**config.mk**
```make
export PLATFORM = sky130hd
export DESIGN_NAME = lvds_tx_link_framer
export DESIGN_NICKNAME = d
export VERILOG_FILES = /design/src/rtl/lvds_tx_link_framer.sv
export SDC_FILE = /design/constraint.sdc
export NUM_CORES = 1
export LEC_CHECK = 0
export ABC_CLOCK_PERIOD_IN_PS = 2500
export BUFFER_PORTS_ARGS = -buffer_cell sky130_fd_sc_hd__buf_2
export CAP_MARGIN = 25
export CORE_AREA = 8 8 89 91
export CTS_BUF_LIST = sky130_fd_sc_hd__clkbuf_4
export DETAILED_ROUTE_END_ITERATION = 8
export DIE_AREA = 0 0 97 99
export GPL_TIMING_DRIVEN = 1
export SLEW_MARGIN = 30
export SYNTH_ARGS = -nofsm -noshare
export SYNTH_HDL_FRONTEND = slang
export SYNTH_SLANG_ARGS = --single-unit
```
**constraint.sdc**
```tcl
create_clock -name sysclk -period 2.5 [get_ports sysclk]
set_input_delay 0.5 -clock sysclk [delete_from_list [all_inputs] [get_ports sysclk]]
set_output_delay 0.5 -clock sysclk [all_outputs]
set_load 0.02 [all_outputs]
```
**src/rtl/lvds_tx_link_framer.sv**
```systemverilog
`timescale 1ns/1ps
`default_nettype none
// ============================================================================
// Module      : lvds_tx_link_framer
// Description : Transmit-side framer for the LVDS test link. Builds the 10-bit
//               parallel word for the serializer. The far-end aligner needs a
//               burst of training words to find word boundaries. After the
//               receiver reports alignment, payload bytes are taken over a
//               valid/ready handshake and sent with a 2-bit header. Idle words
//               fill every cycle that carries no payload.
// Ports       : sysclk      - clock, serializer parallel-word rate
//               rst         - synchronous active-high reset
//               link_en     - link enable; low forces IDLE
//               align_done  - far-end aligned (already synchronous to sysclk)
//               tx_data     - payload byte
//               tx_valid    - tx_data valid
//               tx_ready    - byte accepted this cycle (combinational)
//               tx_out      - registered 10-bit word to the serializer
//               link_up     - registered, high while sending DATA words
//               word_cnt    - payload words sent, wraps at 16 bits
// Revision    : 1.0 - initial release
// ============================================================================
module lvds_tx_link_framer #(
    parameter logic [9:0] TRAIN_PATTERN = 10'h3E0,
    parameter int         MIN_TRAIN     = 64,
    parameter logic [9:0] IDLE_WORD     = 10'h2BC
) (
    input  logic        sysclk,
    input  logic        rst,
    input  logic        link_en,
    input  logic        align_done,
    input  logic [7:0]  tx_data,
    input  logic        tx_valid,
    output logic        tx_ready,
    output logic [9:0]  tx_out,
    output logic        link_up,
    output logic [15:0] word_cnt
);

    // Counter is wide enough to hold MIN_TRAIN itself, where it saturates.
    localparam int                TCNT_W       = $clog2(MIN_TRAIN + 1);
    localparam logic [TCNT_W-1:0] C_TRAIN_MAX  = TCNT_W'(MIN_TRAIN);
    localparam logic [TCNT_W-1:0] C_TRAIN_LAST = TCNT_W'(MIN_TRAIN - 1);
    localparam logic [TCNT_W-1:0] C_TRAIN_ONE  = TCNT_W'(1);
    localparam logic [1:0]        C_HDR_DATA   = 2'b01;

    typedef enum logic [1:0] {
        ST_IDLE  = 2'd0,
        ST_TRAIN = 2'd1,
        ST_DATA  = 2'd2
    } state_t;

    state_t              state_q,     state_d;
    logic [9:0]          tx_out_q,    tx_out_d;
    logic                link_up_q,   link_up_d;
    logic [15:0]         word_cnt_q,  word_cnt_d;
    logic [TCNT_W-1:0]   train_cnt_q, train_cnt_d;

    logic w_ready;
    logic w_accept;

    // Ready drops in the same cycle align_done falls, so no byte is taken
    // while the link is about to retrain.
    assign w_ready  = (state_q == ST_DATA) && link_en && align_done;
    assign w_accept = w_ready && tx_valid;

    always_comb begin
        state_d     = state_q;
        tx_out_d    = tx_out_q;
        link_up_d   = link_up_q;
        word_cnt_d  = word_cnt_q;
        train_cnt_d = train_cnt_q;

        if (!link_en) begin
            state_d     = ST_IDLE;
            tx_out_d    = '0;
            link_up_d   = 1'b0;
            train_cnt_d = '0;
        end else begin
            unique case (state_q)
                ST_IDLE: begin
                    tx_out_d    = '0;
                    link_up_d   = 1'b0;
                    train_cnt_d = '0;
                    state_d     = ST_TRAIN;
                end
                ST_TRAIN: begin
                    tx_out_d  = TRAIN_PATTERN;
                    link_up_d = 1'b0;
                    if (train_cnt_q < C_TRAIN_MAX) begin
                        train_cnt_d = train_cnt_q + C_TRAIN_ONE;
                    end
                    // The word emitted in this cycle is pattern number
                    // train_cnt_q+1, so leaving at MIN_TRAIN-1 yields
                    // exactly MIN_TRAIN words when already aligned.
                    if ((train_cnt_q >= C_TRAIN_LAST) && align_done) begin
                        state_d = ST_DATA;
                    end
                end
                ST_DATA: begin
                    if (!align_done) begin
                        state_d     = ST_TRAIN;
                        train_cnt_d = '0;
                        link_up_d   = 1'b0;
                        tx_out_d    = TRAIN_PATTERN;
                    end else begin
                        link_up_d = 1'b1;
                        if (w_accept) begin
                            tx_out_d   = {C_HDR_DATA, tx_data};
                            word_cnt_d = word_cnt_q + 16'd1;
                        end else begin
                            tx_out_d = IDLE_WORD;
                        end
                    end
                end
                default: begin
                    state_d     = ST_IDLE;
                    tx_out_d    = '0;
                    link_up_d   = 1'b0;
                    train_cnt_d = '0;
                end
            endcase
        end
    end

    always_ff @(posedge sysclk) begin
        if (rst) begin
            state_q     <= ST_IDLE;
            tx_out_q    <= '0;
            link_up_q   <= 1'b0;
            word_cnt_q  <= '0;
            train_cnt_q <= '0;
        end else begin
            state_q     <= state_d;
            tx_out_q    <= tx_out_d;
            link_up_q   <= link_up_d;
            word_cnt_q  <= word_cnt_d;
            train_cnt_q <= train_cnt_d;
        end
    end

    assign tx_ready = w_ready;
    assign tx_out   = tx_out_q;
    assign link_up  = link_up_q;
    assign word_cnt = word_cnt_q;

endmodule
`default_nettype wire

```
# == Yosys cells after proc, flatten, opt, wreduce, memory -nomap -nowiden ==
# Index checks and enable logic that the tools add are counted.
# totals
out_inout_bits,28
register_bits,36
# classes
eq_ne,5
addsub,2
reduce_logical,10
magnitude_cmp,2
bitwise_logic,2
muxes,10
# op_table
op,n
2-to-1 mux 10 bit,2
one-hot mux 10 bit (2 select lines),1
"adder 16 x 1 -> 16 bit, second input constant",1
2-to-1 mux 7 bit,2
one-hot mux 7 bit (2 select lines),1
"adder 7 x 1 -> 7 bit, second input constant",1
">= comparator 7 x 6 -> 1 bit, second input constant",1
"< comparator 7 bit, second input constant",1
"inequality test 2 bit, second input constant",3
one-hot mux 2 bit (3 select lines),1
logical AND 1 bit,4
2-to-1 mux 2 bit,2
AND reduction 2 bit,2
AND reduction 4 bit,1
OR reduction 3 bit,1
"== test 2 x 1 -> 1 bit, second input constant",1
"== test 2 bit, second input constant",1
zero test 2 bit,1
NOT 1 bit,2
OR reduction 2 bit,1
2-to-1 mux 1 bit,1

# == Longest topological paths before layout ==
# Gate-level depths: netlist (run 1).
# logic_depth
ltp_word,7
ltp_mapped,7
depth_no_buf,6

# == Worst setup path before layout (run 1) ==
# Ideal clock, no wire load.
# synth_path
path_type,input -> register
start,input align_done
end,register word_cnt_q[15] (netlist: word_cnt[15])
n_path_buf,2
path_stages,6
setup_ps,70
t_arrival_ps,1794
setup_slack_ps,636
cell_sequence,buf_4 nand4_2 or3_1 buf_2 or4_1 a21oi_1
# synth_via
elab_chain_cells,3
# synth_lines
item,line,rtl
from (decl),31,"input logic align_done,"
logical AND 1 bit,64,assign w_ready = (state_q == ST_DATA) && link_en && align_done;
logical AND 1 bit,65,assign w_accept = w_ready && tx_valid;
AND reduction 4 bit (no line) (*),n/a,
to (signal assigned),137,word_cnt_q <= word_cnt_d;
to (decl),56,"logic [15:0] word_cnt_q, word_cnt_d;"
# Mark *: on every way between the ends. The rest lies on a longest branch, timed or not.
# A chain may end at the register's enable or synchronous reset.

# == Final worst setup path (run 1) ==
# layout_path
start,register state_q[0]
end,output tx_ready
# layout_via
elab_chain_cells,3
# layout_lines
item,line,rtl
from (decl),53,"state_t state_q, state_d;"
from (signal assigned),134,state_q <= state_d;
== test 2 bit,64,
logical AND 1 bit (2 in a row),64,
to (decl),34,"output logic tx_ready,"
# No other way between the ends.

==> results of run 1 <==
==> kinds of logic (layout without fill, tap and decap cells) <==
| group | after synthesis | count (layout) | share of synthesized area, % |
|---|---|---|---|
| AOI/OAI and AO/OA | 38 | 38 | 14.5 |
| adders and majority gates | 6 | 6 | 4.77 |
| buffers and inverters | 14 | 56 | 3.74 |
| DFF | 36 | 36 | 45.8 |
| and+or+nand+nor | 74 | 74 | 23.9 |
| xor gates and xnor gates | 13 | 13 | 7.23 |
==> critical path, stage by stage, from the launching register on <==
cell and delay, ns:
dfxtp_1 0.38, inv_1 0.09, ha_1 0.22, buf_4 0.18, and3_1 0.19, buf_2 0.16
==> placed cells by master, fill, tap and decap left out, drive strengths merged <==
master	synthesis	routed
xor2	9	9
a21oi	16	16
or4	3	3
nor2b	1	1
a31oi	1	1
xnor2	4	4
or3	4	4
nand2	15	15
a21o	3	3
ha	6	6
nor2	25	25
nand2b	1	1
a211o	1	1
a32oi	1	1
buf	3	43
and4	3	3
o21a	5	5
a22oi	1	1
clkbuf	5	6
nand4b	1	1
o31ai	3	3
nand3	5	5
o21ai	7	7
and3	5	5
inv	6	6
dfxtp	36	36
clkinv	0	1
nor4	2	2
nand4	9	9
==> worst max-delay path by stage <==
| stage | end | startpoint | slack [ns] | depth (start not counted) |
|---|---|---|---|---|
| 6_report | tx_ready | state_q[0]$_SDFFE_PP0P_ | 0.44 | 5 |
| 5_1_grt | tx_ready | state_q[0]$_SDFFE_PP0P_ | 0.35 | 5 |
| 4_1_cts | tx_ready | state_q[0]$_SDFFE_PP0P_ | 0.42 | 5 |
| 3_5_place_dp | word_cnt[15]$_SDFFE_PP0P_ | align_done | 0.53 | 5 |
| 3_3_place_gp | word_cnt[15]$_SDFFE_PP0P_ | align_done | 0.55 | 5 |
| 2_1_floorplan | word_cnt[15]$_SDFFE_PP0P_ | align_done | 0.64 | 6 |
==> state kept, by name, indices dropped and copies added, names as in the netlist <==
name / count
link_up: 1
state_q: 2
train_cnt_q: 7
tx_out: 10
word_cnt: 16
==> final cells by class <==
| class | count | area, µm² | share of cell area [%] |
|---|---|---|---|
| timing repair buffer | 43 | 223 | 11.7 |
| multi-input combinational | 131 | 795 | 41.6 |
| tap | 80 | 100 | 5.24 |
| inverter | 6 | 22.5 | 1.18 |
| clock inverter | 1 | 5.00 | 0.262 |
| sequential | 36 | 721 | 37.7 |
| clock buffer | 6 | 45.0 | 2.36 |
==> power groups by stage <==
stage	sequential [mW]	clock, mW	combinational, mW
2_1_floorplan	0.594	0	0.0358
3_3_place_gp	0.593	0	0.0564
3_5_place_dp	0.593	0	0.0577
4_1_cts	0.580	0.323	0.0578
5_1_grt	0.581	0.349	0.0641
6_report	0.580	0.307	0.0577
==> metal layers <==
metal	up-vias	track usage (%)	share of wire, %
li1	716	-	-
met4	0	4.97	2.5
met5	-	0	0
met3	8	3.15	6.7
met1	677	10.1	45
met2	41	12.5	45
==> out/summary.txt, run 1 <==
Critical path required time -> 2.00 ns
Inst Count DP -> 296
Boundary Pins -> 41
Reg2reg end -> word_cnt[15]$_SDFFE_PP0P_
1st-iter DRT viols -> 53
RSZ-0062 raised after global routing -> false
Int Pwr -> 0.713 mW
Max Slew Vio Count -> 0
Number of H-tree levels -> 2
Sequential share of power -> 61.4%
Post-synthesis sequential area ratio -> 45.8%
Area grow syn2layout -> 21.4%
# resized after CTS -> 0
Post-Syn Instances -> 181
PnR worst setup slack -> 0.441 ns
Worst hold path class -> in -> reg
Row count -> 30
Hold path startpoint -> tx_data[2]
Die Area -> 9600 µm²
Clk slew on worst S/H paths -> 0.11 ns
Top cell type's share of synthesized area -> 45.8%
Worst setup SP type -> flop
# setup viols final -> 0
Warnings, synthesis -> 0
ANT cells -> 0
Worst slew margin -> 74.4%
Hold path endpoint -> tx_out[2]$_SDFF_PP0_
Layout Cell Area excl Fill -> 1910 µm²
Vias after detailed routing -> 1442
Die X -> 97 µm
EDFF count, synth -> 0
PwrDens -> 494 nW/µm²
Routed len/inst -> 13.4 µm
Hold Buf Count CTS -> 0
Worst path arrival time -> 1.56 ns
Max-Cap Viols -> 0
RD Place Congestion -> 0.857
Post-route clock period utilization -> 82.4%
Most common cell in the netlist -> dfxtp_1
Pre-CTS setup slack -> 0.530 ns
Drt pass-1 iters -> 4
Sum Neg Setup Slack -> 0 ns
Final wirelength -> 4060 µm
Synthesized flop and latch total -> 36
Power Total -> 0.945 mW
Total grt overflow -> 0
Clk buf depth -> 2
RR Startpoint -> state_q[0]$_SDFFE_PP0P_
Tightest Pin Transition -> 0.381 ns
Status -> finished clean
Mean Syn Cell Area -> 8.70 µm²
Num CTS Buffers -> 5
Pleak -> 0.808 nW
CTS sink cnt -> 36
Initial Util -> 24.0%
Endpoint class of the critical path -> primary output
Die Height -> 99 µm
Hold path depth -> 2
Fill count -> 717
Cell Area, Synth -> 1570 µm²
Syn nets -> 200
Fraction of layout cells with a size suffix above 1 -> 22.9%
Placed instance area -> 1860 µm²
Synth top cells by count -> 36 x dfxtp_1, 25 x nor2_1, 16 x a21oi_1
Antenna viol nets, final -> 0
Max Clock Freq -> 486 MHz
Placed wire-length estimate -> 3050 µm
WHS -> 0.359 ns
Comb power frac -> 6.1%
Clock Tree Root -> clkbuf_4
Layout net count -> 242
Period minus WS final -> 2.06 ns
Main synth FF type -> dfxtp_1
Worst R2R Setup Slack -> 0.55 ns
Final Util -> 29.1%
CORE AREA -> 6570 µm²
Setup Skew -> 0.0102 ns
Top area cells in the synthesized netlist -> dfxtp_1 46%, nor2_1 6.0%, a21oi_1 5.1%, xor2_1 5.0%, ha_1 4.8%
CTS tree -> done
Critical path fanouts, max -> 11
Post-synthesis cell type count -> 30
Dominant cell type by area after synthesis -> dfxtp_1
DRC -> 0
Peak VDD IR -> 0.000162 V
Fin cells -> 303
First-pass GRT wire length -> 6670 µm
Port Buffers -> 40
Largest net degree at the start of global routing -> 19
All-layer global routing usage -> 8.40%
Sw Share -> 24.5%
Final hold vios -> 0
Worst-skew pair later-pin latency -> 0.34 ns
Clock share of power -> 32.5%
Net switching power -> 0.231 mW
Vias per inst -> 4.76
Post-CTS Setup Inserts -> 0
Reg2Reg Depth -> 6
Critical setup path kind -> reg -> out
Async S/R FF share, synth -> 0%
Number of global-route vias before repair -> 1327
Initial antenna violation count -> 0
(Power assumes the default switching activity.)
==> inputs of run 2 (changes only) <==
--- a/config.mk
+++ b/config.mk
@@ -5,7 +5,7 @@
 export SDC_FILE = /design/constraint.sdc
 export NUM_CORES = 1
 export LEC_CHECK = 0
-export ABC_CLOCK_PERIOD_IN_PS = 2500
+export ABC_CLOCK_PERIOD_IN_PS = 1800
 export BUFFER_PORTS_ARGS = -buffer_cell sky130_fd_sc_hd__buf_2
 export CAP_MARGIN = 25
 export CORE_AREA = 8 8 89 91
==> constraint.sdc (replaced) <==
create_clock -name sysclk -period 1.8 [get_ports sysclk]
set_input_delay 0.36 -clock sysclk [delete_from_list [all_inputs] [get_ports sysclk]]
set_output_delay 0.36 -clock sysclk [all_outputs]
set_load 0.02 [all_outputs]
==> run 2 against run 1 <==
  * Wire length is 0.39% higher
  * Final area is 7.7% higher
  * Combinational power is 68% higher
  * Clock skew is 0.0015 ns higher
==> out/summary.txt, run 2 (synthesized netlist as in run 1, its figures left out) <==
Status -> finished clean
Tightest Pin Transition -> 0.328 ns
CTS tree -> done
Fraction of layout cells with a size suffix above 1 -> 30.3%
All-layer global routing usage -> 8.62%
Layout Cell Area excl Fill -> 2060 µm²
Clock Tree Root -> clkbuf_4
Clk slew on worst S/H paths -> 0.11 ns
Period minus WS final -> 1.74 ns
Vias after detailed routing -> 1450
Antenna viol nets, final -> 0
Total grt overflow -> 0
Placed wire-length estimate -> 3120 µm
Cell Chain, Critical Path -> ha_4, nand4_2, or3_4, or4_1, a21oi_2
Final hold vios -> 0
# setup viols final -> 0
WL met3 -> 273 µm
Routed len/inst -> 12.8 µm
Max Slew Vio Count -> 0
CORE AREA -> 6570 µm²
Critical setup path kind -> reg -> reg
Pleak -> 0.885 nW
Sum Neg Setup Slack -> 0 ns
Hold Buf Count CTS -> 0
Worst R2R Setup Slack -> 0.06 ns
CTS sink cnt -> 36
Die X -> 97 µm
WHS -> 0.236 ns
Setup Skew -> 0.0117 ns
Number of H-tree levels -> 2
Die Area -> 9600 µm²
Fin cells -> 318
Endpoint class of the critical path -> flop
Inst Count DP -> 309
Fill count -> 673
Worst slew margin -> 77.9%
Layout net count -> 257
Worst path arrival time -> 2.02 ns
Clk buf depth -> 2
Die Height -> 99 µm
First-pass GRT wire length -> 6870 µm
Max Clock Freq -> 576 MHz
CP max-delay cell -> or3_4
Vias per inst -> 4.56
Critical path fanouts, max -> 6
Largest register FFs -> 16
Port Buffers -> 40
Post-route clock period utilization -> 96.5%
Boundary Pins -> 41
ANT cells -> 0
Met1 wire length -> 1890 µm
Worst hold path class -> in -> reg
Critical Path Max Stage Delay -> 0.43 ns
Met2 Wirelength -> 1810 µm
DRC -> 0
PwrDens -> 642 nW/µm²
Number of global-route vias before repair -> 1450
Area grow syn2layout -> 30.7%
Final wirelength -> 4080 µm
Worst setup SP type -> flop
Largest net degree at the start of global routing -> 17
Worst-skew pair later-pin latency -> 0.34 ns
Critical path required time -> 2.08 ns
Initial Util -> 24.0%
Drt pass-1 iters -> 4
Row count -> 30
Initial antenna violation count -> 0
Num CTS Buffers -> 5
RD Place Congestion -> 0.781
Most frequent cells in the layout -> 39 x buf_2, 35 x dfxtp_1, 25 x nor2_1, 18 x buf_4
1st-iter DRT viols -> 83
Max-Cap Viols -> 0
Peak VDD IR -> 0.000215 V
DR top layer -> met4
Placed instance area -> 1960 µm²
Commonest non-fill, non-tap cell in the layout -> buf_2
-- run 2: stage by stage --
stage	utilization [%]	total power [mW]	setup slack, ns
after CTS	30.8	1.34	0.00467
after global routing	31.3	1.39	-0.000331
after floorplan	-	0.875	0.00550
after global placement	29.8	0.915	0.0511
after detailed placement	29.8	0.916	0.00318
final	31.3	1.32	0.0630
-- run 2: critical path: cells and delay by family, from the launching register on --
kind            cells  cell delay [ns]
simple gates        3             0.97
compound gates      1             0.14
flops               1             0.40
fa+ha+maj           1             0.17
-- run 2: timing repair --
item,4_1_cts,5_1_grt
pin swaps,0,3
buffers inserted,0,2
cloned,0,0
gates resized for setup,4,3
endpoints found under the setup margin,2,2
-- run 2: per-layer routing --
layer,vias up,global-route usage (%)
li1,745,-
met1,657,9.98
met2,39,13.1
met3,9,3.43
met4,0,5.21
met5,-,0
-- run 2: power by group --
group	internal (mW)	switching, mW	leakage [nW]	total [mW]
logic	0.0418	0.0550	0.563	0.0967
registers	0.802	0.00355	0.291	0.805
clock network	0.159	0.259	0.0315	0.418
total	1.00	0.317	0.885	1.32
-- run 2: path summary, 6_finish.rpt --
kind | start | to | cells past startpoint
worst min-delay path | tx_data[2] | tx_out[2]$_SDFF_PP0_ | 2
worst min register to register | word_cnt[15]$_SDFFE_PP0P_ | word_cnt[15]$_SDFFE_PP0P_ | 2
worst max-delay path | state_q[1]$_SDFFE_PP0P_ | word_cnt[13]$_SDFFE_PP0P_ | 5
worst max register to register | state_q[1]$_SDFFE_PP0P_ | word_cnt[13]$_SDFFE_PP0P_ | 5
-- run 2: area by class of cell --
class | instances | area, µm² | share of cell area [%]
inverters | 6 | 22.5 | 1.09
well taps | 80 | 100 | 4.87
flip-flops and latches | 36 | 722 | 35.1
clock buffers | 6 | 45.0 | 2.19
repair buffers | 58 | 342 | 16.6
multi-input cells | 131 | 821 | 39.9
clock inverters | 1 | 5.00 | 0.243
==> inputs of run 3 (changes only) <==
--- a/config.mk
+++ b/config.mk
@@ -9,7 +9,7 @@
 export BUFFER_PORTS_ARGS = -buffer_cell sky130_fd_sc_hd__buf_2
 export CAP_MARGIN = 25
 export CORE_AREA = 8 8 89 91
-export CTS_BUF_LIST = sky130_fd_sc_hd__clkbuf_4
+export CTS_BUF_LIST = sky130_fd_sc_hd__clkbuf_8
 export DETAILED_ROUTE_END_ITERATION = 8
 export DIE_AREA = 0 0 97 99
 export GPL_TIMING_DRIVEN = 1
==> run 3 against run 2 <==
  * Core utilization is 0.23 points higher
  * Via count decreased by 0.90%
  * Register-to-register slack improved by 0.05 ns
  * Critical endpoint is now tx_ready
  * Largest power group unchanged
  * Highest routed layer unchanged
==> out/summary.txt, run 3 (synthesized netlist as in run 1, its figures left out) <==
Clock Tree Root -> clkbuf_8
Post-route clock period utilization -> 95.1%
Die Area -> 9600 µm²
RD Place Congestion -> 0.781
Final hold vios -> 0
Critical path required time -> 1.44 ns
ANT cells -> 0
Worst slew margin -> 78.0%
Sum Neg Setup Slack -> 0 ns
Setup Skew -> 0.00563 ns
Hold path depth -> 2
Pre-CTS setup slack -> 0.00318 ns
Area of the multi-input gates -> 812 µm²
Antenna viol nets, final -> 0
Tightest Pin Transition -> 0.326 ns
Register Area -> 722 µm²
Family with the most delay on the worst path -> buffers and inverters
Number of global-route vias before repair -> 1448
Port Buffers -> 40
Reg2reg end -> word_cnt[13]$_SDFFE_PP0P_
Worst path arrival time -> 1.35 ns
All-layer global routing usage -> 8.58%
Routed len/inst -> 12.7 µm
Total grt overflow -> 0
PwrDens -> 691 nW/µm²
Clk slew on worst S/H paths -> 0.07 ns
Die Height -> 99 µm
1st-iter DRT viols -> 80
Row count -> 30
# setup viols final -> 0
Hold path startpoint -> tx_data[2]
Clk buf depth -> 2
Area grow syn2layout -> 31.6%
Pleak -> 0.899 nW
Peak VDD IR -> 0.000232 V
RR Startpoint -> state_q[0]$_SDFFE_PP0P_
Hold Buf Count CTS -> 0
Boundary Pins -> 41
CP max-delay cell -> dfxtp_2
Worst hold path class -> in -> reg
Most frequent cells in the layout -> 39 x buf_2, 35 x dfxtp_1, 25 x nor2_1, 19 x buf_4, 16 x a21oi_1
Worst-skew pair later-pin latency -> 0.28 ns
Critical path fanouts, max -> 10
Inst Count DP -> 309
Critical Path Source -> state_q[0]$_SDFFE_PP0P_
Final wirelength -> 4040 µm
Largest net degree at the start of global routing -> 17
CTS tree -> done
Reg2Reg Depth -> 6
Endpoint class of the critical path -> primary output
Max-Cap Viols -> 0
WHS -> 0.292 ns
Fin cells -> 318
Stages on worst setup path -> 5
Max Clock Freq -> 584 MHz
Num CTS Buffers -> 5
CTS sink cnt -> 36
DRC -> 0
Initial antenna violation count -> 0
Commonest non-fill, non-tap cell in the layout -> buf_2
Vias per inst -> 4.52
Critical setup path kind -> reg -> out
Fraction of layout cells with a size suffix above 1 -> 29.0%
Worst setup SP type -> flop
CORE AREA -> 6570 µm²
Power Total -> 1.43 mW
Period minus WS final -> 1.71 ns
Layout net count -> 257
Fill count -> 677
Placed wire-length estimate -> 3120 µm
Number of H-tree levels -> 2
Die X -> 97 µm
Initial Util -> 24.0%
Worst path buffer plus inverter count -> 3
Cell Chain, Critical Path -> inv_2, ha_4, buf_4, and3_1, buf_4
Drt pass-1 iters -> 4
Worst R2R Setup Slack -> 0.11 ns
Max Slew Vio Count -> 0
Status -> finished clean
PnR worst setup slack -> 0.0874 ns
Largest register FFs -> 16
First-pass GRT wire length -> 6840 µm
Vias after detailed routing -> 1437
Worst setup endpoint -> tx_ready
Most frequent CP cell -> buf_4
Critical Path Max Stage Delay -> 0.33 ns
run 3: changes by cell type in the layout (fill, tap and decap cells not counted), sizes merged:
cell	delta
clkbuf	-1
inv	+1
run 3: worst min-delay path by stage:
stage / slack (ns) / end
6_report: 0.29 / tx_out[2]$_SDFF_PP0_
5_1_grt: 0.28 / tx_out[4]$_SDFF_PP0_
4_1_cts: 0.28 / tx_out[2]$_SDFF_PP0_
3_5_place_dp: 0.48 / word_cnt[15]$_SDFFE_PP0P_
3_3_place_gp: 0.47 / word_cnt[15]$_SDFFE_PP0P_
2_1_floorplan: 0.46 / train_cnt_q[5]$_SDFFE_PP0P_
run 3: power by group:
| part | switching (mW) | total (mW) | internal (mW) |
|---|---|---|---|
| logic | 0.0547 | 0.0972 | 0.0425 |
| registers | 0.00346 | 0.805 | 0.802 |
| clock network | 0.272 | 0.529 | 0.257 |
| total | 0.330 | 1.43 | 1.10 |
run 3: timing repair:
action,4_1_cts,5_1_grt
setup buffers,0,2
endpoints found under the setup margin,1,2
pin swaps,0,3
gates cloned,0,0
resized for setup,1,3
run 3: layer usage:
layer	up-vias	global-route usage (%)	part of all wire, %	routed length, µm
li1	748	-	-	-
met1	648	9.98	47	1890
met2	35	13.1	44	1790
met3	6	3.22	6.6	265
met4	0	5.21	2.3	92
met5	-	0	0	0
run 3: per-stage QoR:
stage,util (%),cell area (µm²)
3_5_place_dp,29.8,1960
2_1_floorplan,-,1580
6_report,31.5,2070
5_1_grt,31.5,2070
4_1_cts,31.1,2040
3_3_place_gp,29.8,1960
run 3: worst reg2reg max path, cell delays in order, from the launching register on:
cell,delay (ns)
dfxtp_2,0.32
inv_2,0.08
ha_4,0.15
nand4_2,0.11
or3_4,0.43
or4_1,0.41
a21oi_1,0.14
run 3: layout make-up:
| type | instances | area share (%) |
|---|---|---|
| clock inverters | 2 | 0.423 |
| repair buffers | 58 | 16.3 |
| multi-input cells | 131 | 39.2 |
| well taps | 80 | 4.83 |
| flip-flops and latches | 36 | 34.8 |
| inverters | 6 | 1.09 |
| clock buffers | 5 | 3.32 |
